File: src/rtl/cursor_move_ctrl_pkg.sv
// Shared constants for the keyboard cursor mover: move codes,
// PS/2 arrow scancodes, decoder states and key helpers.
package cursor_move_ctrl_pkg;

    localparam logic [2:0] MV_IDLE  = 3'b000;
    localparam logic [2:0] MV_UP    = 3'b100;
    localparam logic [2:0] MV_DOWN  = 3'b011;
    localparam logic [2:0] MV_LEFT  = 3'b001;
    localparam logic [2:0] MV_RIGHT = 3'b010;

    localparam logic [7:0] SC_EXT   = 8'hE0;
    localparam logic [7:0] SC_BRK   = 8'hF0;
    localparam logic [7:0] SC_UP    = 8'h75;
    localparam logic [7:0] SC_DOWN  = 8'h72;
    localparam logic [7:0] SC_LEFT  = 8'h6B;
    localparam logic [7:0] SC_RIGHT = 8'h74;

    localparam logic [1:0] ST_IDLE    = 2'd0;
    localparam logic [1:0] ST_EXT     = 2'd1;
    localparam logic [1:0] ST_BRK     = 2'd2;
    localparam logic [1:0] ST_EXT_BRK = 2'd3;

    // Key vectors are {up, down, left, right}
    function automatic logic [3:0] key_onehot(input logic [7:0] code);
        logic [3:0] k;
        case (code)
            SC_UP:    k = 4'b1000;
            SC_DOWN:  k = 4'b0100;
            SC_LEFT:  k = 4'b0010;
            SC_RIGHT: k = 4'b0001;
            default:  k = 4'b0000;
        endcase
        return k;
    endfunction

    function automatic logic [3:0] prio_pick(input logic [3:0] v);
        logic [3:0] p;
        if (v[3])      p = 4'b1000;
        else if (v[2]) p = 4'b0100;
        else if (v[1]) p = 4'b0010;
        else if (v[0]) p = 4'b0001;
        else           p = 4'b0000;
        return p;
    endfunction

endpackage

File: src/rtl/cursor_move_ctrl_if.sv
// Scancode input, frame strobe and cursor outputs of the mover.
interface cursor_move_ctrl_if;
    logic [7:0] scan_code;
    logic       scan_valid;
    logic       frame_tick;
    logic [2:0] move_cmd;
    logic [9:0] pos_x;
    logic [8:0] pos_y;
    logic [3:0] keys_held;

    modport master (
        output scan_code, scan_valid, frame_tick,
        input  move_cmd, pos_x, pos_y, keys_held
    );

    modport slave (
        input  scan_code, scan_valid, frame_tick,
        output move_cmd, pos_x, pos_y, keys_held
    );
endinterface

File: src/rtl/cursor_move_ctrl_ps2_arrow_decoder.sv
// PS/2 arrow-key decoder: turns E0-extended make/break sequences
// into one-cycle make/break pulses, combinational on the key byte.
module ps2_arrow_decoder
    import cursor_move_ctrl_pkg::*;
(
    input  logic       clk,
    input  logic       reset,
    input  logic [7:0] scan_code,
    input  logic       scan_valid,
    output logic [3:0] make_evt,
    output logic [3:0] brk_evt
);
    logic [1:0] state, state_nx;
    logic [3:0] key;

    assign key = key_onehot(scan_code);

    always_comb begin
        state_nx = state;
        make_evt = 4'b0000;
        brk_evt  = 4'b0000;
        if (scan_valid) begin
            unique case (state)
                ST_IDLE: begin
                    if (scan_code == SC_EXT)
                        state_nx = ST_EXT;
                    else if (scan_code == SC_BRK)
                        state_nx = ST_BRK;
                end
                ST_EXT: begin
                    if (scan_code == SC_BRK) begin
                        state_nx = ST_EXT_BRK;
                    end else if (scan_code != SC_EXT) begin
                        make_evt = key;
                        state_nx = ST_IDLE;
                    end
                end
                ST_BRK: state_nx = ST_IDLE;
                ST_EXT_BRK: begin
                    brk_evt  = key;
                    state_nx = ST_IDLE;
                end
                default: state_nx = ST_IDLE;
            endcase
        end
    end

    always_ff @(posedge clk or negedge reset) begin
        if (!reset) state <= ST_IDLE;
        else        state <= state_nx;
    end
endmodule

File: src/rtl/cursor_move_ctrl.sv
// Cursor move scheduler: one move per frame from pending taps or held
// keys, with press delay, typematic repeat and screen clamping.
module cursor_move_ctrl
    import cursor_move_ctrl_pkg::*;
#(
    parameter int X_INIT        = 475,
    parameter int Y_INIT        = 216,
    parameter int X_MIN         = 160,
    parameter int X_MAX         = 792,
    parameter int Y_MIN         = 49,
    parameter int Y_MAX         = 434,
    parameter int DELAY_FRAMES  = 20,
    parameter int REPEAT_FRAMES = 4
) (
    input  logic              clk,
    input  logic              reset,
    cursor_move_ctrl_if.slave bus
);
    logic [3:0] make_evt, brk_evt;
    logic [3:0] held, held_nx;
    logic [3:0] pending, pend_nx;
    logic [3:0] last_sel, last_nx;
    logic [3:0] pend_sel, held_sel, mv_sel;
    logic [7:0] rep_cnt, rep_nx;
    logic [2:0] move_cmd, cmd_nx;
    logic [9:0] pos_x, x_nx;
    logic [8:0] pos_y, y_nx;
    logic       tick;

    ps2_arrow_decoder u_dec (
        .clk        (clk),
        .reset      (reset),
        .scan_code  (bus.scan_code),
        .scan_valid (bus.scan_valid),
        .make_evt   (make_evt),
        .brk_evt    (brk_evt)
    );

    assign tick     = bus.frame_tick && (move_cmd == MV_IDLE);
    assign pend_sel = prio_pick(pending);
    assign held_sel = prio_pick(held);

    // last_sel remembers the direction served on the previous tick
    always_comb begin
        pend_nx = pending;
        rep_nx  = rep_cnt;
        last_nx = last_sel;
        mv_sel  = 4'b0000;
        if (tick) begin
            if (|pending) begin
                mv_sel  = pend_sel;
                pend_nx = pending & ~pend_sel;
                rep_nx  = 8'(DELAY_FRAMES - 1);
                last_nx = pend_sel;
            end else if (|held) begin
                last_nx = held_sel;
                if (held_sel != last_sel) begin
                    rep_nx = 8'(DELAY_FRAMES - 1);
                end else if (rep_cnt == 8'd0) begin
                    mv_sel = held_sel;
                    rep_nx = 8'(REPEAT_FRAMES - 1);
                end else begin
                    rep_nx = rep_cnt - 8'd1;
                end
            end else begin
                rep_nx  = 8'd0;
                last_nx = 4'b0000;
            end
        end
        pend_nx = pend_nx | (make_evt & ~held);
        held_nx = (held | make_evt) & ~brk_evt;
    end

    always_comb begin
        cmd_nx = MV_IDLE;
        x_nx   = pos_x;
        y_nx   = pos_y;
        if (mv_sel[3] && pos_y > 9'(Y_MIN)) begin
            cmd_nx = MV_UP;
            y_nx   = pos_y - 9'd1;
        end else if (mv_sel[2] && pos_y < 9'(Y_MAX)) begin
            cmd_nx = MV_DOWN;
            y_nx   = pos_y + 9'd1;
        end else if (mv_sel[1] && pos_x > 10'(X_MIN)) begin
            cmd_nx = MV_LEFT;
            x_nx   = pos_x - 10'd1;
        end else if (mv_sel[0] && pos_x < 10'(X_MAX)) begin
            cmd_nx = MV_RIGHT;
            x_nx   = pos_x + 10'd1;
        end
    end

    always_ff @(posedge clk or negedge reset) begin
        if (!reset) begin
            held     <= 4'b0000;
            pending  <= 4'b0000;
            last_sel <= 4'b0000;
            rep_cnt  <= 8'd0;
            move_cmd <= MV_IDLE;
            pos_x    <= 10'(X_INIT);
            pos_y    <= 9'(Y_INIT);
        end else begin
            held     <= held_nx;
            pending  <= pend_nx;
            last_sel <= last_nx;
            rep_cnt  <= rep_nx;
            move_cmd <= cmd_nx;
            pos_x    <= x_nx;
            pos_y    <= y_nx;
        end
    end

    assign bus.move_cmd  = move_cmd;
    assign bus.pos_x     = pos_x;
    assign bus.pos_y     = pos_y;
    assign bus.keys_held = held;
endmodule

File: src/flat_wrapper.sv
// flat-port wrapper written by rule: the top's interface ports become plain ports
module cursor_move_ctrl_flat import cursor_move_ctrl_pkg::*;
#(
    parameter int X_INIT        = 475,
    parameter int Y_INIT        = 216,
    parameter int X_MIN         = 160,
    parameter int X_MAX         = 792,
    parameter int Y_MIN         = 49,
    parameter int Y_MAX         = 434,
    parameter int DELAY_FRAMES  = 20,
    parameter int REPEAT_FRAMES = 4
)
  (clk, reset, bus_scan_code, bus_scan_valid, bus_frame_tick, bus_move_cmd, bus_pos_x, bus_pos_y, bus_keys_held);
  cursor_move_ctrl_if bus_i ();
  input  logic clk;
  input  logic reset;
  input wire logic [$bits(bus_i.scan_code)-1:0] bus_scan_code;
  input wire logic [$bits(bus_i.scan_valid)-1:0] bus_scan_valid;
  input wire logic [$bits(bus_i.frame_tick)-1:0] bus_frame_tick;
  output wire logic [$bits(bus_i.move_cmd)-1:0] bus_move_cmd;
  output wire logic [$bits(bus_i.pos_x)-1:0] bus_pos_x;
  output wire logic [$bits(bus_i.pos_y)-1:0] bus_pos_y;
  output wire logic [$bits(bus_i.keys_held)-1:0] bus_keys_held;
  assign bus_i.scan_code = bus_scan_code;
  assign bus_i.scan_valid = bus_scan_valid;
  assign bus_i.frame_tick = bus_frame_tick;
  assign bus_move_cmd = bus_i.move_cmd;
  assign bus_pos_x = bus_i.pos_x;
  assign bus_pos_y = bus_i.pos_y;
  assign bus_keys_held = bus_i.keys_held;
  cursor_move_ctrl #(.X_INIT(X_INIT), .Y_INIT(Y_INIT), .X_MIN(X_MIN), .X_MAX(X_MAX), .Y_MIN(Y_MIN), .Y_MAX(Y_MAX), .DELAY_FRAMES(DELAY_FRAMES), .REPEAT_FRAMES(REPEAT_FRAMES)) u_core (.clk(clk), .reset(reset), .bus(bus_i));
endmodule
File: config.mk
export PLATFORM = sky130hd
export DESIGN_NAME = cursor_move_ctrl_flat
export DESIGN_NICKNAME = d
export VERILOG_FILES = /design/src/rtl/cursor_move_ctrl_pkg.sv /design/src/rtl/cursor_move_ctrl_if.sv /design/src/rtl/cursor_move_ctrl_ps2_arrow_decoder.sv /design/src/rtl/cursor_move_ctrl.sv /design/src/flat_wrapper.sv
export SDC_FILE = /design/constraint.sdc
export NUM_CORES = 1
export LEC_CHECK = 0
export CAP_MARGIN = 10
export CORE_UTILIZATION = 50
export DETAILED_ROUTE_END_ITERATION = 10
export PLACE_DENSITY_LB_ADDON = 0.12
export SYNTH_ARGS = -nofsm -noshare
export SYNTH_HDL_FRONTEND = slang
export SYNTH_SLANG_ARGS = --single-unit
File: constraint.sdc
create_clock -name clk -period 3.5 [get_ports clk]
set_input_delay 0.7 -clock clk [delete_from_list [all_inputs] [get_ports clk]]
set_output_delay 0.7 -clock clk [all_outputs]
set_load 0.005 [all_outputs]
-- Word level (Yosys, flattened, before mapping)
Cells that the tools add are included.
- add/sub/neg operators: 5
- $lt $le $gt $ge: 4
- equality and inequality tests: 13
- multiplexer cells: 41
- bitwise gates (word level): 10
- reduce and logical (&&, ||, !) cells: 15
- operator list (kind ; number):
    4-bit 2-to-1 mux ; 21
    8-bit by 7-bit equality test with 1-bit output, second input constant ; 4
    8-bit 2-to-1 mux ; 4
    10-bit 2-to-1 mux ; 2
    9-bit 2-to-1 mux ; 2
    8-bit equality test, second input constant ; 2
    4-bit one-hot mux with 4 select lines ; 1
    4-bit bitwise AND ; 3
    4-bit NOT ; 3
    10-bit by 1-bit adder with 10-bit output, second input constant ; 1
    10-bit by 8-bit > comparator with 1-bit output, second input constant ; 1
    10-bit less-than comparator, second input constant ; 1
    2-bit 2-to-1 mux ; 5
    10-bit by 1-bit subtractor with 10-bit output, second input constant ; 1
    9-bit by 1-bit adder with 9-bit output, second input constant ; 1
    9-bit by 6-bit > comparator with 1-bit output, second input constant ; 1
    9-bit less-than comparator, second input constant ; 1
    3-bit 2-to-1 mux ; 3
    9-bit by 1-bit subtractor with 9-bit output, second input constant ; 1
    8-bit zero test ; 1
    8-bit != test, second input constant ; 1
    4-bit OR ; 2
    4-bit OR reduction ; 2
    8-bit by 1-bit subtractor with 8-bit output, second input constant ; 1
    13 further kinds ; 23
- flip-flop bits (word level): 44
- bits of input ports: 12
- output and inout bits: 26
- word-level logic and storage cells: 96

-- Longest topological paths before layout
Gate-level depths: netlist of the first run.
- depth after elaboration: 14
- depth in mapped cells: 14

-- By module
From an unflattened synthesis of the first run, not the netlist that was laid out.
- cell total of the unflattened synthesis: 298
- area total of the unflattened synthesis: 2894.0 um^2
- by module, submodules not included (module ; instances ; cells each ; area each (um^2) ; sequential area each (um^2)):
    cursor_move_ctrl ; 1 ; 268 ; 2663.8 ; 1064.8
    ps2_arrow_decoder ; 1 ; 30 ; 230.2 ; 50.0

-- Least setup slack after synthesis of the first run
Ideal clock, no wire load.
- kind: input port to flip-flop
- start: input bus_frame_tick
- end: register u_core.pos_x[8], in the netlist u_core.bus.pos_x[8]
- library setup time: 82 ps
- data arrival time: 3351 ps
- data required time: 3418 ps
- path slack: 67 ps
- stages: 12
- buffers on the path: 1
- path through: or4b_1 -> buf_2 -> nor4_1 -> o211ai_1 -> inv_1 -> ha_1 -> a211oi_1 -> nor2_1 -> o31ai_1 -> a21oi_1 -> xor2_1 -> mux2_2
- cells in the longest elaborated chain, start to end: 5
- elaborated cells between the ends (all ways): 11
- those cells by class: mux (2); bitwise (2); reduce/logical (7)
- ends and longest elaborated chain (what ; line ; RTL):
    start, declared ; flat_wrapper.sv:19 ; input wire logic [$bits(bus_i.frame_tick)-1:0] bus_frame_tick;
    1-bit logical AND (*) ; cursor_move_ctrl.sv:39 ; assign tick = bus.frame_tick && (move_cmd == MV_IDLE);
    4-bit 2-to-1 mux (*) ; cursor_move_ctrl.sv:49 ; if (tick) begin
    1-bit logical AND (on tied branches) ; n/a ;
    2-bit nonzero test (no source line) / 1-bit NOT (equally long branches) ; n/a ;
    3-bit AND reduction (no source line) ; n/a ;
    end signal, assigned ; cursor_move_ctrl.sv:100 ; pos_x <= 10'(X_INIT);
    end signal, assigned ; cursor_move_ctrl.sv:108 ; pos_x <= x_nx;
    end, declared ; cursor_move_ctrl.sv:26 ; logic [9:0] pos_x, x_nx;
Every way passes the cells marked *; elsewhere a longest branch is shown, timed or not.
A chain may end at the register's enable or synchronous reset.

-- Worst setup path after layout of the first run
- start: input bus_frame_tick
- end: register u_core.pos_x[9], in the netlist u_core.bus.pos_x[9]
Same word-level chain as after synthesis.

==> results by group, run 1 <==
Outcome
  – Status: finished clean

Floorplanning
  – Full die area: 6160 um^2
  – Core area: 5570 um^2
  – Die Wd: 78.5 um
  – Starting Density: 0.524
  – I/O pin cnt: 38
  – Die Span Y: 78.5 um
  – # rows: 27

Routing
  – Routed wire length: between 6000 and 7000 um
  – Routed vias/inst: 5.79
  – Vias post-DR: between 2000 and 3000
  – First DRT Iteration DRCs: 82
  – Number of remaining DRC errors: 0
  – DRT Pass-1 Iters: 4
  – Wire length per cell: 14.6 um
  – Final ANT Viol Nets: 0

Logic synthesis
  – Adder-cell share of the synthesized area: 0.0865
  – Gate Count Post-Synth: 298
  – Ys Warns: 0
  – Fraction of registers with async set/reset: 1.00
  – Largest family of logic cells by synthesized area: simple AND/OR/NAND/NOR gates
  – Register bit total from synthesis: 44
  – Post-synthesis compound-gate area fraction: 0.195
  – Post-synth net total: about 330
  – Xor/xnor share of the synthesized area: 0.0539
  – Part of the Yosys area used for sequential elements: 0.381
  – Synth Area in Simple Gates: 0.196
  – Multiplexer share of the synthesized area: 0.0646
  – Post-synth EDFFs: 0
  – Library cells used by synthesis: 62
  – Synthesized area per cell: between 9 and 10 um^2
  – Post-Syn Area: between 2000 and 3000 um^2
  – Top_reg_cell synth: dfrtp_1

Setup path
  – CP Data Required Time: 3730 ps
  – Register-to-Register Path Depth: 15
  – Reg2reg setup slack: 190 ps
  – Worst Path Max Fanout: 5
  – Crit Reg-Reg Startpoint: u_core.bus.keys_held[1]$_DFF_PN0_
  – CP endpoint: u_core.bus.pos_x[9]$_DFFE_PN0P_
  – CP Launch Type: input port
  – Setup crit start: bus_frame_tick
  – Critical path class: in2reg
  – Crit Reg-Reg Endpoint: u_core.bus.pos_x[8]$_DFFE_PN1P_
  – Crit. End Element: flop
  – Crit path arrival time: 3570 ps

Layout
  – Register area: 1120 um^2
  – Fill count: 448
  – ANT cells: 0
  – Final instance area: roughly 3900 um^2
  – Area taken by multi-input logic gates: 1840 um^2
  – Final nets: 413
  – Non-Filler Instances: approximately 460
  – Area growth, synth to finish: 34.2%
  – Layout cells sized above 1: 0.274
  – Post-layout util: 0.704

Timing
  – Min Hold Slack: 535 ps
  – Highest clock rate: between 200 and 300 MHz
  – RSZ-0062 raised after global routing: no
  – Final min period: 3340 ps
  – Final Hold Viols: 0
  – Final setup vio count: 0
  – Final Cycle Share: 0.955
  – Actual slew at the worst max-slew pin: 961 ps
  – Final clock skew: 4.80 ps
  – Max-slew headroom: 0.359
  – Pins Over Slew Limit: 0

Clock network
  – H-tree level count: 2
  – CTS max path bufs: 2
  – CTS buffer count: 5
  – Root Buffer: clkbuf_8
  – Sinks on Clock Net: 44
  – Clk slew on worst S/H paths: 90 ps
  – CTS tree: done
  – Cts hold-fix bufs: 0
  – Clock Latency Late Sink: 300 ps

Global routing
  – Global-route wire length before repair: 11200 um
  – Initial antenna violation count: 0
  – Grt total ovfl: 0
  – Grt met3 use: 0.0314
  – Vias in the first global route: approximately 2500
  – Largest net degree at the start of global routing: 45
  – GR Layer Usage met2: 0.401
  – M1 GR Usage: 0.291
  – Total GRT Usage: 0.230
  – Top Usage Layer GRT: met2

Placed design
  – Placed Area: 3680 um^2
  – Placer Congestion: roughly 0.9
  – Dpl hpwl: slightly below 5000 um
  – Quantity of I/O buffers inserted on ports: 37
  – Inst Count DP: 445

Pwr
  – Leakage: around 0.0019 uW
  – PwrDens: around 300 nW/um^2
  – VDD IR max: 190 uV

Worst hold path
  – Hold Crit Class: reg2reg

Job
  – Max-cap violations: 0
## sequential cells by signal (all words and copies together) (netlist names)
| signal | flops |
|---|---|
| u_core.bus.keys_held | 4 |
| u_core.bus.move_cmd | 3 |
| u_core.bus.pos_x | 10 |
| u_core.bus.pos_y | 9 |
| u_core.last_sel | 4 |
| u_core.pending | 4 |
| u_core.rep_cnt | 8 |
| u_core.u_dec.state | 2 |
## cell usage after synthesis (9+ instances only)
| cell type | count | area share |
|---|---|---|
| a21oi_1 | 13 | 0.022 |
| dfrtp_1 | 33 | 0.28 |
| dfstp_2 | 11 | 0.099 |
| ha_1 | 17 | 0.073 |
| inv_1 | 9 | 0.012 |
| mux2_2 | 14 | 0.054 |
| nand2_1 | 20 | 0.026 |
| nor2_1 | 27 | 0.035 |
| o21ai_0 | 23 | 0.039 |
| xor2_1 | 10 | 0.030 |
## logic make-up after synthesis
family / Yosys count
adders and majority gates: 19
and+or+nand+nor: 101
muxes: 17
xor gates and xnor gates: 18
buffers and inverters: 16
DFF: 44
AOI/OAI and AO/OA: 83
## power breakdown
part           leakage, uW  internal (uW)  switching (uW)
Combinational      0.00125           95.7            96.3
Sequential        0.000549            539            37.8
Clock            0.0000614            234             184
## worst min-delay path by stage
stage / startpoint / end / cells past startpoint
3_5_place_dp: u_core.last_sel[0]$_DFFE_PN0P_ / u_core.last_sel[0]$_DFFE_PN0P_ / 2
2_1_floorplan: reset / u_core.bus.keys_held[0]$_DFF_PN0_ / 0
5_1_grt: u_core.bus.pos_y[8]$_DFFE_PN0N_ / u_core.bus.pos_y[8]$_DFFE_PN0N_ / 1
3_3_place_gp: u_core.last_sel[0]$_DFFE_PN0P_ / u_core.last_sel[0]$_DFFE_PN0P_ / 2
6_report: u_core.bus.pos_y[8]$_DFFE_PN0N_ / u_core.bus.pos_y[8]$_DFFE_PN0N_ / 1
4_1_cts: u_core.last_sel[0]$_DFFE_PN0P_ / u_core.last_sel[0]$_DFFE_PN0P_ / 2
## critical path, cell delays in order
cell,delay [ps]
clkdlybuf4s50_1,470
or4b_4,500
nor4_4,290
o211ai_1,160
inv_2,130
buf_4,170
ha_1,180
nand4_1,120
a21oi_1,120
and3b_1,210
o21ai_2,150
mux2i_1,220
xor2_1,150
## what timing repair did
item | 4_1_cts | 5_1_grt
setup buffers | 0 | 2
pin swaps | 0 | 5
gates resized for setup | 2 | 18
endpoints found under the setup margin | 2 | 4
## final cells by class
class                      instances  area share
timing repair buffer              84       0.183
clock buffer                       6      0.0211
multi-input combinational        238       0.470
clock inverter                     2     0.00989
tap                               72      0.0230
sequential                        44       0.285
inverter                           9     0.00861
## stage by stage
step	setup TNS, ps	setup slack [ps]	power, uW
after global routing	0	6.67	1250
after CTS	0	9.97	1190
after global placement	-1060	-234	766
final	0	158	1190
after detailed placement	-1520	-314	773
after floorplan	0	66.6	695
## placed cells by master, fill, tap and decap left out, types with 3 or more instances in the layout
cell and instances:
buf_4 47, inv_1 7, clkbuf_8 6, ha_1 14, o22a_1 3, xnor2_1 8
nand3_1 8, nor4b_1 5, a21o_1 6, nand2_1 20, nand4_1 3, mux2_2 14
o21ai_0 21, ha_4 3, dfrtp_1 32, clkdlybuf4s50_1 36, a31oi_1 7, a21oi_1 12
nor3_1 6, xor2_1 9, nor2_1 27, o31ai_1 4, nor4_1 7, nor2b_1 3
o21bai_1 3, dfstp_2 11
## metal layers
layer	part of all wire	routed length [um]	vias to the layer above
met5	0	0	-
met1	0.46	3080	1284
li1	-	-	1291
met2	0.49	3230	48
met4	0.013	87	0
met3	0.036	238	10
No activity file was read; power rests on OpenSTA's default activity.
==> inputs of run 2 (changes only) <==
--- a/config.mk
+++ b/config.mk
@@ -6,9 +6,11 @@
 export NUM_CORES = 1
 export LEC_CHECK = 0
 export CAP_MARGIN = 10
-export CORE_UTILIZATION = 50
+export CORE_UTILIZATION = 52
+export CTS_BUF_LIST = sky130_fd_sc_hd__clkbuf_4 sky130_fd_sc_hd__clkbuf_8
 export DETAILED_ROUTE_END_ITERATION = 10
 export PLACE_DENSITY_LB_ADDON = 0.12
 export SYNTH_ARGS = -nofsm -noshare
 export SYNTH_HDL_FRONTEND = slang
+export SYNTH_HIERARCHICAL = 1
 export SYNTH_SLANG_ARGS = --single-unit
==> results by group, run 2 <==
Setup path
  – Critical path class: reg2reg
  – CP Launch Type: flop
  – Reg2reg setup slack: 230 ps (+40 ps)
  – Crit path arrival time: 3490 ps (-80 ps)
  – Worst-path cell chain: nor4_1 -> a22oi_2 -> a2111oi_4 -> o21ai_1 -> inv_1 -> ha_1 -> a21o_1 -> a211oi_1 -> nor2_1 -> o41ai_1 -> xnor2_1 -> mux2_2
  – Crit Reg-Reg Endpoint: u_core/bus.pos_y[7]$_DFFE_PN1N_
  – Worst Path Max Fanout: 10 (+5)
  – Crit. End Element: flop
  – Crit Reg-Reg Startpoint: u_core/bus.keys_held[2]$_DFF_PN0_
  – CP Data Required Time: 3720 ps (about the same)
  – Crit path buf inv count: 1 (-2)
  – Crit-path leading delay family: compound AO/OA/AOI/OAI gates
  – Setup crit start: u_core/bus.keys_held[2]$_DFF_PN0_
  – Register-to-Register Path Depth: 12 (-3)
  – CP max stage delay: 510 ps (about the same)
  – Worst path slowest cell: dfrtp_1

Floorplanning
  – Starting Density: 0.553 (+0.0282)
  – Core area: 5240 um^2 (-6.0%)
  – # rows: 26 (-3.7%)
  – I/O pin cnt: 38 (unchanged)
  – Die Wd: 76.6 um (-2.4%)
  – Full die area: 5870 um^2 (-4.7%)
  – Die Span Y: 76.6 um (-2.4%)

Logic synthesis
  – Top post-synthesis cells by area: dfrtp_1, dfstp_2, ha_1
  – Post-Syn Area: 2890 um^2 (-0.98%)
  – Multiplexer share of the synthesized area: 0.0653 (+0.000643)
  – Share of the synthesized area in the top cell type: 0.285 (+0.00281)
  – Count leader, synth: nor2_1
  – Xor/xnor share of the synthesized area: 0.0757 (+0.0217)
  – Library cells used by synthesis: 57 (-8.1%)
  – Part of the Yosys area used for sequential elements: 0.385 (+0.00379)
  – Post-synth EDFFs: 0 (unchanged)
  – Adder-cell share of the synthesized area: 0.0873 (+0.000860)
  – Post-synth net total: 329 (unchanged)
  – Synthesized area per cell: 9.71 um^2 (-0.98%)
  – Fraction of registers with async set/reset: 1.00 (unchanged)
  – Top_reg_cell synth: dfrtp_1
  – Synth Area in Simple Gates: 0.213 (+0.0171)
  – Area leader, netlist: dfrtp_1
  – Post-synth top cells: nor2_1, dfrtp_1
  – Register bit total from synthesis: 44 (unchanged)
  – Post-synthesis compound-gate area fraction: 0.147 (-0.0478)
  – Largest family of logic cells by synthesized area: simple AND/OR/NAND/NOR gates
  – Gate Count Post-Synth: 298 (unchanged)
  – Ys Warns: 6 (+6)

Clock network
  – Clock Latency Late Sink: 280 ps (-20 ps)
  – Cts hold-fix bufs: 0 (unchanged)
  – Sinks on Clock Net: 44 (unchanged)
  – Root Buffer: clkbuf_8
  – H-tree level count: 2 (unchanged)
  – CTS tree: done
  – CTS buffer count: 5 (unchanged)
  – CTS max path bufs: 2 (unchanged)
  – Clk slew on worst S/H paths: 80 ps (about the same)

Routing
  – First DRT Iteration DRCs: 114 (+39%)
  – Vias post-DR: 2405 (-8.7%)
  – Final ANT Viol Nets: 0 (unchanged)
  – Routed wire length: 5970 um (-9.9%)
  – Wire length per cell: 14.0 um (-4.3%)
  – DRT Pass-1 Iters: 4 (unchanged)
  – Number of remaining DRC errors: 0 (unchanged)
  – Routed vias/inst: 5.62 (-2.9%)

Global routing
  – Global-route wire length before repair: 10700 um (-4.3%)
  – Grt total ovfl: 0 (unchanged)
  – Vias in the first global route: 2321 (-8.0%)
  – Total GRT Usage: 0.226 (-0.00419)
  – Largest net degree at the start of global routing: 45 (unchanged)
  – Initial antenna violation count: 0 (unchanged)

Worst hold path
  – Hold Crit Class: reg2reg
  – Hold Crit Endpoint: u_core/bus.pos_x[9]$_DFFE_PN0P_
  – Hold Path Origin: u_core/bus.pos_x[9]$_DFFE_PN0P_
  – WHS Path Cells: 1 (unchanged)

Layout
  – Most used cells in the layout excluding fill and tap cells: nor2_1, clkdlybuf4s50_1, dfrtp_1, buf_4
  – Final instance area: 3620 um^2 (-7.8%)
  – Reg with most FFs: u_core/bus.pos_x
  – Area growth, synth to finish: 25.0%
  – Post-layout util: 0.691 (-0.0131)
  – Final nets: 388 (-6.1%)
  – Most common cell after layout, fill and taps aside: nor2_1
  – Fill count: 436 (-2.7%)
  – Layout cells sized above 1: 0.209 (-0.0647)
  – Regs by FF count: u_core/bus.pos_x: 10 flops, u_core/bus.pos_y: 9 flops, u_core/rep_cnt: 8 flops
  – Max reg flops: 10 (unchanged)
  – ANT cells: 0 (unchanged)

Timing
  – Final min period: 3270 ps (-71.8 ps)
  – Actual slew at the worst max-slew pin: 955 ps (-6.58 ps)
  – Highest clock rate: 306 MHz (+2.2%)
  – Final setup vio count: 0 (unchanged)
  – Pins Over Slew Limit: 0 (unchanged)
  – Final Cycle Share: 0.934 (-0.0205)
  – RSZ-0062 raised after global routing: no
  – Final clock skew: 4.44 ps (-0.354 ps)
  – Final Hold Viols: 0 (unchanged)
  – Min Hold Slack: 538 ps (+2.39 ps)
  – Max-slew headroom: 0.363 (+0.00438)

Pwr
  – PwrDens: 280 nW/um^2 (-7.5%)
  – Leakage: 0.00168 uW (-10%)
  – VDD IR max: 222 uV (+17%)

Placed design
  – Placer Congestion: 0.839 (-7.5%)
  – Placed Area: 3450 um^2 (-6.3%)
  – Dpl hpwl: 4510 um (-9.3%)
  – Quantity of I/O buffers inserted on ports: 37 (unchanged)

Outcome
  – Status: finished clean

Job
  – Max-cap violations: 0 (unchanged)
[run 2: cell types whose count changed in the layout (fill, tap and decap cells not counted), sizes merged, moves of 3 or more]
cell and delta:
xnor2 +6, nand2 -4, o31ai -5, a21oi +4, o21ai -6, o22a -3, inv +3, nor2 +13
and3 +6, buf -27
[run 2: cell families (layout without fill, tap and decap cells)]
family | after synthesis | count (layout)
flip-flops | 44 | 44
adder cells (fa/ha/maj) | 19 | 19
buffers and inverters | 17 | 77
multiplexers | 17 | 17
AND/OR/NAND/NOR | 111 | 111
XOR/XNOR | 25 | 25
AO/OA/AOI/OAI | 65 | 65
[run 2: worst max path at each step]
stage	end	slack, ps	depth (start not counted)
floorplan	u_core/bus.pos_x[8]$_DFFE_PN1P_	70	13
global placement	u_core/bus.pos_x[9]$_DFFE_PN0P_	-170	15
detailed placement	u_core/bus.pos_x[9]$_DFFE_PN0P_	-170	15
CTS	u_core/bus.pos_x[9]$_DFFE_PN0P_	20	13
global route	u_core/bus.pos_y[7]$_DFFE_PN1N_	40	14
finish	u_core/bus.pos_y[7]$_DFFE_PN1N_	230	12
[run 2: cell type report]
type                       instances  area, um^2  share of cell area
clock buffer                       6        82.6              0.0228
inverter                          12        45.0              0.0125
sequential                        44        1120               0.309
multi-input combinational        237        1760               0.486
timing repair buffer              57         515               0.143
tap                               70        87.6              0.0242
clock inverter                     2        10.0             0.00277
[run 2: power breakdown]
group	switching [uW]	internal, uW	leakage [uW]	total [uW]
combinational	77.3	68.7	0.00107	146
sequential	21.8	527	0.000559	549
clock	159	157	0.0000510	317
[run 2: per-stage QoR]
step | total power, uW | setup slack (ps) | instances | TNS, ps
2_1_floorplan | 639 | 70.4 | 298 | 0
3_3_place_gp | 692 | -170 | 418 | -264
3_5_place_dp | 693 | -170 | 418 | -299
4_1_cts | 1020 | 24.8 | 426 | 0
5_1_grt | 1070 | 35.3 | 428 | 0
6_report | 1010 | 230 | 428 | 0
[run 2: metal layers]
metal  vias up  share of wire  track usage  wire (um)
met5         -              0            0          0
met4         0         0.0074       0.0635         44
met3         4          0.038       0.0323        224
met2        62           0.49        0.375       2950
met1      1141           0.46        0.307       2760
li1       1198              -            -          -
[run 2: timing repair]
action,CTS,global route
setup buffers,0,2
setup endpoints to repair,0,5
resized for setup,0,15
